==> src/rtl/operand_fetch_pkg.sv <==
// Shared CPU definitions for the operand fetch path: data width,
// register-file geometry and the operand buffer occupancy encoding.
package operand_fetch_pkg;

    localparam int CPU_W    = 8;
    localparam int NUM_REGS = 8;
    localparam int SEL_W    = 3;

    localparam logic [1:0] ST_EMPTY = 2'd0;
    localparam logic [1:0] ST_ONE   = 2'd1;
    localparam logic [1:0] ST_TWO   = 2'd2;

    // Simultaneous push and pop in ONE keeps the occupancy unchanged.
    function automatic logic [1:0] fsm_next(input logic [1:0] st,
                                            input logic       push,
                                            input logic       pop);
        logic [1:0] nxt;
        nxt = st;
        case (st)
            ST_EMPTY: nxt = push ? ST_ONE : ST_EMPTY;
            ST_ONE: begin
                if (push && !pop)
                    nxt = ST_TWO;
                else if (pop && !push)
                    nxt = ST_EMPTY;
                else
                    nxt = ST_ONE;
            end
            ST_TWO:   nxt = pop ? ST_ONE : ST_TWO;
            default:  nxt = ST_EMPTY;
        endcase
        return nxt;
    endfunction

endpackage

==> src/rtl/operand_fetch_select.sv <==
// One register read port: 8:1 mux over the bank with forwarding of the
// value being written in the same cycle.
module operand_select
    import operand_fetch_pkg::*;
#(
    parameter int W = CPU_W
) (
    input  logic [NUM_REGS-1:0][W-1:0] regs,
    input  logic [SEL_W-1:0]           sel,
    input  logic                       wr_en,
    input  logic [SEL_W-1:0]           wr_sel,
    input  logic [W-1:0]               wr_data,
    output logic [W-1:0]               operand
);

    always_comb begin
        operand = regs[sel];
        if (wr_en && (wr_sel == sel))
            operand = wr_data;
    end

endmodule

==> src/rtl/operand_fetch.sv <==
// Two-entry operand-pair buffer between the register bank and the execute
// stage; state advances on the falling clock edge alongside the bank.
module operand_fetch
    import operand_fetch_pkg::*;
#(
    parameter int DEPTH = 2,
    parameter int W     = CPU_W
) (
    input  logic             CLK,
    input  logic             RST_N,
    input  logic [W-1:0]     R0,
    input  logic [W-1:0]     R1,
    input  logic [W-1:0]     R2,
    input  logic [W-1:0]     R3,
    input  logic [W-1:0]     R4,
    input  logic [W-1:0]     R5,
    input  logic [W-1:0]     R6,
    input  logic [W-1:0]     R7,
    input  logic             WR_EN,
    input  logic [SEL_W-1:0] WR_SEL,
    input  logic [W-1:0]     WR_DATA,
    input  logic             REQ_VALID,
    input  logic [SEL_W-1:0] REQ_RA,
    input  logic [SEL_W-1:0] REQ_RB,
    output logic             REQ_READY,
    output logic             OP_VALID,
    output logic [W-1:0]     OP_A,
    output logic [W-1:0]     OP_B,
    input  logic             OP_READY,
    output logic [7:0]       FETCH_CNT
);

    logic [NUM_REGS-1:0][W-1:0] regs;
    logic [W-1:0] sel_a, sel_b;

    logic [1:0]   state_q, state_d;
    logic         head_q, head_d;
    logic [W-1:0] ent_a_q [DEPTH];
    logic [W-1:0] ent_a_d [DEPTH];
    logic [W-1:0] ent_b_q [DEPTH];
    logic [W-1:0] ent_b_d [DEPTH];
    logic [W-1:0] op_a_q, op_a_d, op_b_q, op_b_d;
    logic         op_valid_q, op_valid_d;
    logic         req_ready_q, req_ready_d;
    logic [7:0]   fetch_cnt_q, fetch_cnt_d;
    logic         push, pop, tail;

    assign regs = {R7, R6, R5, R4, R3, R2, R1, R0};

    operand_select #(.W(W)) u_sel_a (
        .regs(regs), .sel(REQ_RA), .wr_en(WR_EN), .wr_sel(WR_SEL),
        .wr_data(WR_DATA), .operand(sel_a)
    );

    operand_select #(.W(W)) u_sel_b (
        .regs(regs), .sel(REQ_RB), .wr_en(WR_EN), .wr_sel(WR_SEL),
        .wr_data(WR_DATA), .operand(sel_b)
    );

    always_comb begin
        push        = REQ_VALID && req_ready_q;
        pop         = op_valid_q && OP_READY;
        tail        = head_q ^ (state_q == ST_ONE);
        state_d     = fsm_next(state_q, push, pop);
        head_d      = pop ? ~head_q : head_q;
        ent_a_d     = ent_a_q;
        ent_b_d     = ent_b_q;
        if (push) begin
            ent_a_d[tail] = sel_a;
            ent_b_d[tail] = sel_b;
        end
        // Outputs are registered copies of the next head so they hold steady
        // under backpressure and keep their last value once the buffer empties.
        op_a_d = op_a_q;
        op_b_d = op_b_q;
        if (state_d != ST_EMPTY) begin
            op_a_d = ent_a_d[head_d];
            op_b_d = ent_b_d[head_d];
        end
        op_valid_d  = (state_d != ST_EMPTY);
        req_ready_d = (state_d != ST_TWO);
        fetch_cnt_d = fetch_cnt_q + {7'd0, push};
    end

    always_ff @(negedge CLK) begin
        if (!RST_N) begin
            state_q     <= ST_EMPTY;
            head_q      <= 1'b0;
            op_a_q      <= '0;
            op_b_q      <= '0;
            op_valid_q  <= 1'b0;
            req_ready_q <= 1'b0;
            fetch_cnt_q <= 8'd0;
            for (int i = 0; i < DEPTH; i++) begin
                ent_a_q[i] <= '0;
                ent_b_q[i] <= '0;
            end
        end else begin
            state_q     <= state_d;
            head_q      <= head_d;
            op_a_q      <= op_a_d;
            op_b_q      <= op_b_d;
            op_valid_q  <= op_valid_d;
            req_ready_q <= req_ready_d;
            fetch_cnt_q <= fetch_cnt_d;
            for (int i = 0; i < DEPTH; i++) begin
                ent_a_q[i] <= ent_a_d[i];
                ent_b_q[i] <= ent_b_d[i];
            end
        end
    end

    assign REQ_READY = req_ready_q;
    assign OP_VALID  = op_valid_q;
    assign OP_A      = op_a_q;
    assign OP_B      = op_b_q;
    assign FETCH_CNT = fetch_cnt_q;

endmodule
==> config.mk <==
export PLATFORM = sky130hd
export DESIGN_NAME = operand_fetch
export DESIGN_NICKNAME = d
export VERILOG_FILES = /design/src/rtl/operand_fetch_pkg.sv /design/src/rtl/operand_fetch_select.sv /design/src/rtl/operand_fetch.sv
export SDC_FILE = /design/constraint.sdc
export NUM_CORES = 1
export LEC_CHECK = 0
export CORE_UTILIZATION = 45
export CTS_BUF_LIST = sky130_fd_sc_hd__clkbuf_16
export CTS_CLUSTER_SIZE = 28
export DETAILED_ROUTE_END_ITERATION = 8
export PLACE_DENSITY_LB_ADDON = 0.25
export SYNTH_ARGS = -nofsm -noshare
export SYNTH_HDL_FRONTEND = slang
export SYNTH_HIERARCHICAL = 1
export SYNTH_SLANG_ARGS = --single-unit
export TNS_END_PERCENT = 1
==> constraint.sdc <==
create_clock -name CLK -period 5.5 [get_ports CLK]
set_clock_uncertainty 0.1 [all_clocks]
set_input_delay 1.1 -clock CLK [delete_from_list [all_inputs] [get_ports CLK]]
set_output_delay 1.1 -clock CLK [all_outputs]
set_load 0.01 [all_outputs]
# Yosys cells after proc, flatten, opt, wreduce, memory -nomap -nowiden
# Index checks and enable logic that the tools add are counted.
op_classes:
  addsub: 1
  magnitude_cmp: 5
  n_eq_ne: 5
  mux: 24
  bitwise_logic: 4
  reduce_logical: 11
ops:
  columns: ["op", "count"]
  rows:
  - ["8-bit two-way mux", 11]
  - ["8-bit binary-select mux with 3-bit select", 2]
  - ["16-bit bitwise mux", 2]
  - ["16-bit two-way mux", 2]
  - ["8-bit by 1-bit adder with 8-bit output", 1]
  - ["8-bit demux with 1-bit select", 1]
  - ["3-bit by 4-bit < comparator with 1-bit output, second input constant", 2]
  - ["1-bit logical AND", 7]
  - ["3-bit equality test", 2]
  - ["2-bit case mux with 3 select lines", 1]
  - ["2-bit >= comparator, second input constant", 2]
  - ["2-bit two-way mux", 2]
  - ["1-bit NOT with 2-bit output", 2]
  - ["1-bit two-way mux", 3]
  - ["2-bit by 1-bit equality test with 1-bit output, second input constant", 1]
  - ["2-bit equality test, second input constant", 1]
  - ["1-bit logical NOT", 2]
  - ["2-bit logical NOT", 1]
  - ["2-bit by 1-bit < comparator with 1-bit output, second input constant", 1]
  - ["2-bit != test, second input constant", 1]
  - ["2-bit nonzero test", 1]
  - ["1-bit NOT", 1]
  - ["1-bit bitwise XOR", 1]
totals:
  reg_bits: 61
  inputBits: 86
  output_inout_bits: 26
  elab_cells: 61

# Longest topological paths before layout
depth:
  word_depth: 12
  mapped_depth: 7
  depth_no_buf: 5

# Modules after synthesis
# The synthesis kept the hierarchy.
modules_own_cells:
  columns: ["mod", "instances", "cells_per_inst", "area_per_inst_um2"]
  rows:
  - ["operand_fetch", 1, 225, 2416.1]
  - ["operand_select", 2, 41, 660.6]

==> results_dict.tcl <==
set metrics [dict create \
    outcome "finished with violations" \
    violations "setup timing" \
    synth_warnings 6 \
    hold_violations 0 \
    synth_nets 394 \
    setup_violations 4 \
    synthArstFlopShare 0 \
    synth_edf_count 0 \
    path_delay_family "multiplexers" \
    critPathLaunchType "primary input" \
    clock-root-buffer "clkbuf_16" \
    synth_ff_type "dfxtp_1" \
    crit_type "in -> reg" \
    syn-cell-area_um2 3740 \
    crit_start "R1[2]" \
    grt_pass1_wl_um 17300 \
    die-area_um2 8670 \
    stdcell_count 603 \
    synth.avg_cell_area_um2 12.2 \
    finalSetupTns_ns -0.0475 \
    synthDistinctLibCells 39 \
    pre_cts_slack_ns -0.755 \
    wl_um 11100 \
    tritoncts "built" \
    cp_slowest_cell "mux4_1" \
    arrival_ns 2.93 \
    core_um2 7890 \
    powerDensity_nw_per_um2 270 \
    min_path_type "reg -> reg" \
    vias_per_cell 5.56 \
    cap_violations 0 \
    slowest_delay_ns 0.50 \
    drc 0 \
    setup_ws_ns -0.0223 \
    vias 3353 \
    worst_pin_slew_ns 0.427 \
    syn_to_final_growth_pct 60.9 \
    track_usage 0.265 \
    crit_path_max_fanout 2 \
    finalPower_mw 1.62 \
    grt_antenna_before_repair 1 \
    dieHeight_um 93.1 \
    dieWidth_um 93.1 \
    critPathMostFrequentCell "mux2_2" \
    clock_latency_ns 0.40 \
    rows 32 \
    synth_largest_area_cell "dfxtp_1" \
    fill_cells 515 \
    grt.overflow.total 0 \
    cts.sinks 61 \
    min_from "OP_A[5]" \
    layout.nets 583 \
    wl_per_cell_um 18.4 \
    placed_cells 520 \
    synth_common_cells "dfxtp_1, nor2b_1, mux2i_1" \
    htree_levels 3 \
    worstPathCellList "clkdlybuf4s50_1 > mux4_1 > mux2_2 > mux2_2 > mux2i_1 > o221ai_1" \
    slew_headroom 0.715 \
    io_buffers 111 \
    path_buf_inv 1 \
    ys_seq_area_frac 0.327 \
    numCtsBuffers 9 \
    rsz0062_at_grt "yes" \
    crit_path_end_kind "register" \
    slew_violations 0 \
    cts_hold_buf 0 \
    boundaryPins 112 \
    dr.pass1.iters 4 \
    drt-initial-drc-count 126 \
    p_leak_nw 2.67 \
    clk_pin_slew_worst_paths_ns 0.05 \
    drive_gt1_frac 0.285 \
    synth-seq-cells 61 \
    ant_nets 0 \
    synth_top_cell_area_share 0.327 \
    syn_inst 307 \
    synth_area_leaders "dfxtp_1, mux4_1, mux2_2" \
    grt_pass1_vias 3702 \
    worst_ep_required_time_ns 2.91 \
    gp_congestion 0.835 \
    rr_startpoint "state_q[1]" \
    final_util 0.762 \
    cts_max_path_buffers 2 \
    max-vdd-ir-drop_mv 0.196 \
    synth.most_common_cell "dfxtp_1" \
    hpwl_um 7270 \
    diodes 0 \
    start_util 0.474 \
    grt_max_degree 47 \
]
## metal layers
metal | up-vias | wire [um] | track usage
li1 | 1546 | - | -
met1 | 1643 | 4210 | 0.270
met2 | 130 | 5860 | 0.461
met3 | 32 | 643 | 0.0992
met4 | 2 | 372 | 0.156
met5 | - | 10 | 0
## flip-flops by register name, indices dropped and copies added, names as in the netlist
register / flops
OP_VALID: 1
head_q: 1
ent_b_q: 16
FETCH_CNT: 8
OP_A: 8
state_q: 2
REQ_READY: 1
ent_a_q: 16
OP_B: 8
## area by class of cell
| class | instances | area, um2 | share of cell area |
|---|---|---|---|
| timing repair buffer | 140 | 1560 | 0.260 |
| clock inverter | 68 | 312 | 0.0518 |
| tap | 102 | 128 | 0.0212 |
| sequential | 61 | 1220 | 0.203 |
| clock buffer | 9 | 225 | 0.0375 |
| multi-input combinational | 223 | 2560 | 0.426 |
## cell usage in the layout, fill, tap and decap left out, types with 5 or more instances in the layout
cell type / count
buf_4: 15
buf_12: 9
and2_1: 11
mux2_2: 16
nand3_1: 5
xnor2_1: 10
o221ai_1: 13
mux2i_4: 12
mux2i_2: 12
mux2i_1: 8
inv_1: 61
nand2_1: 19
mux2_4: 16
dfxtp_1: 61
clkbuf_16: 9
mux4_2: 28
dlygate4sd2_1: 6
nor2b_1: 34
clkdlybuf4s50_1: 82
dlymetal6s2s_1: 19
## kinds of logic (layout without fill, tap and decap cells)
kind of cell | Yosys count | after routing | share of synthesized area
AO/OA/AOI/OAI | 26 | 26 | 0.0559
XOR/XNOR | 14 | 14 | 0.0378
adder cells (fa/ha/maj) | 1 | 1 | 0.00335
buffers and inverters | 23 | 217 | 0.0465
flip-flops | 61 | 61 | 0.327
multiplexers | 96 | 96 | 0.395
AND/OR/NAND/NOR | 86 | 86 | 0.135
## worst paths after layout
path,cells after the start,to,slack (ns)
worst max register to register,6,OP_B[3],3.71
worst max-delay path,6,OP_A[2],-0.02
worst min register to register,2,OP_A[5],0.36
worst min-delay path,2,OP_A[5],0.36
## worst reg2reg max path, delay by kind of cell (launching register included)
kind                   cells  cell delay, ns
flip-flops                 1            0.43
multiplexers               1            0.25
XOR/XNOR                   1            0.16
AO/OA/AOI/OAI              1            0.13
AND/OR/NAND/NOR            2            0.38
buffers and inverters      1            0.21
## repair_timing
action                                  CTS  global route
gates resized for setup                  37            64
endpoints found under the hold margin     0             0
buffers inserted                          2             1
pin swaps                                 0             3
endpoints found under the setup margin   48            26
gates cloned                              4             0
## metrics by stage
| stage | hold slack [ns] | area, um2 |
|---|---|---|
| finish | 0.358 | 6010 |
| global route | 0.382 | 6010 |
| global placement | 0.343 | 5090 |
| detailed placement | 0.348 | 5090 |
| CTS | 0.365 | 5760 |
| floorplan | 0.378 | 3780 |
## where the power goes
part | leakage (nW) | total, mW | switching [mW] | internal, mW
Clock | 0.477 | 0.764 | 0.346 | 0.418
Sequential | 0.495 | 0.485 | 0.0159 | 0.470
Combinational | 1.69 | 0.373 | 0.145 | 0.227
Total | 2.67 | 1.62 | 0.508 | 1.11
(Power assumes the default switching activity.)
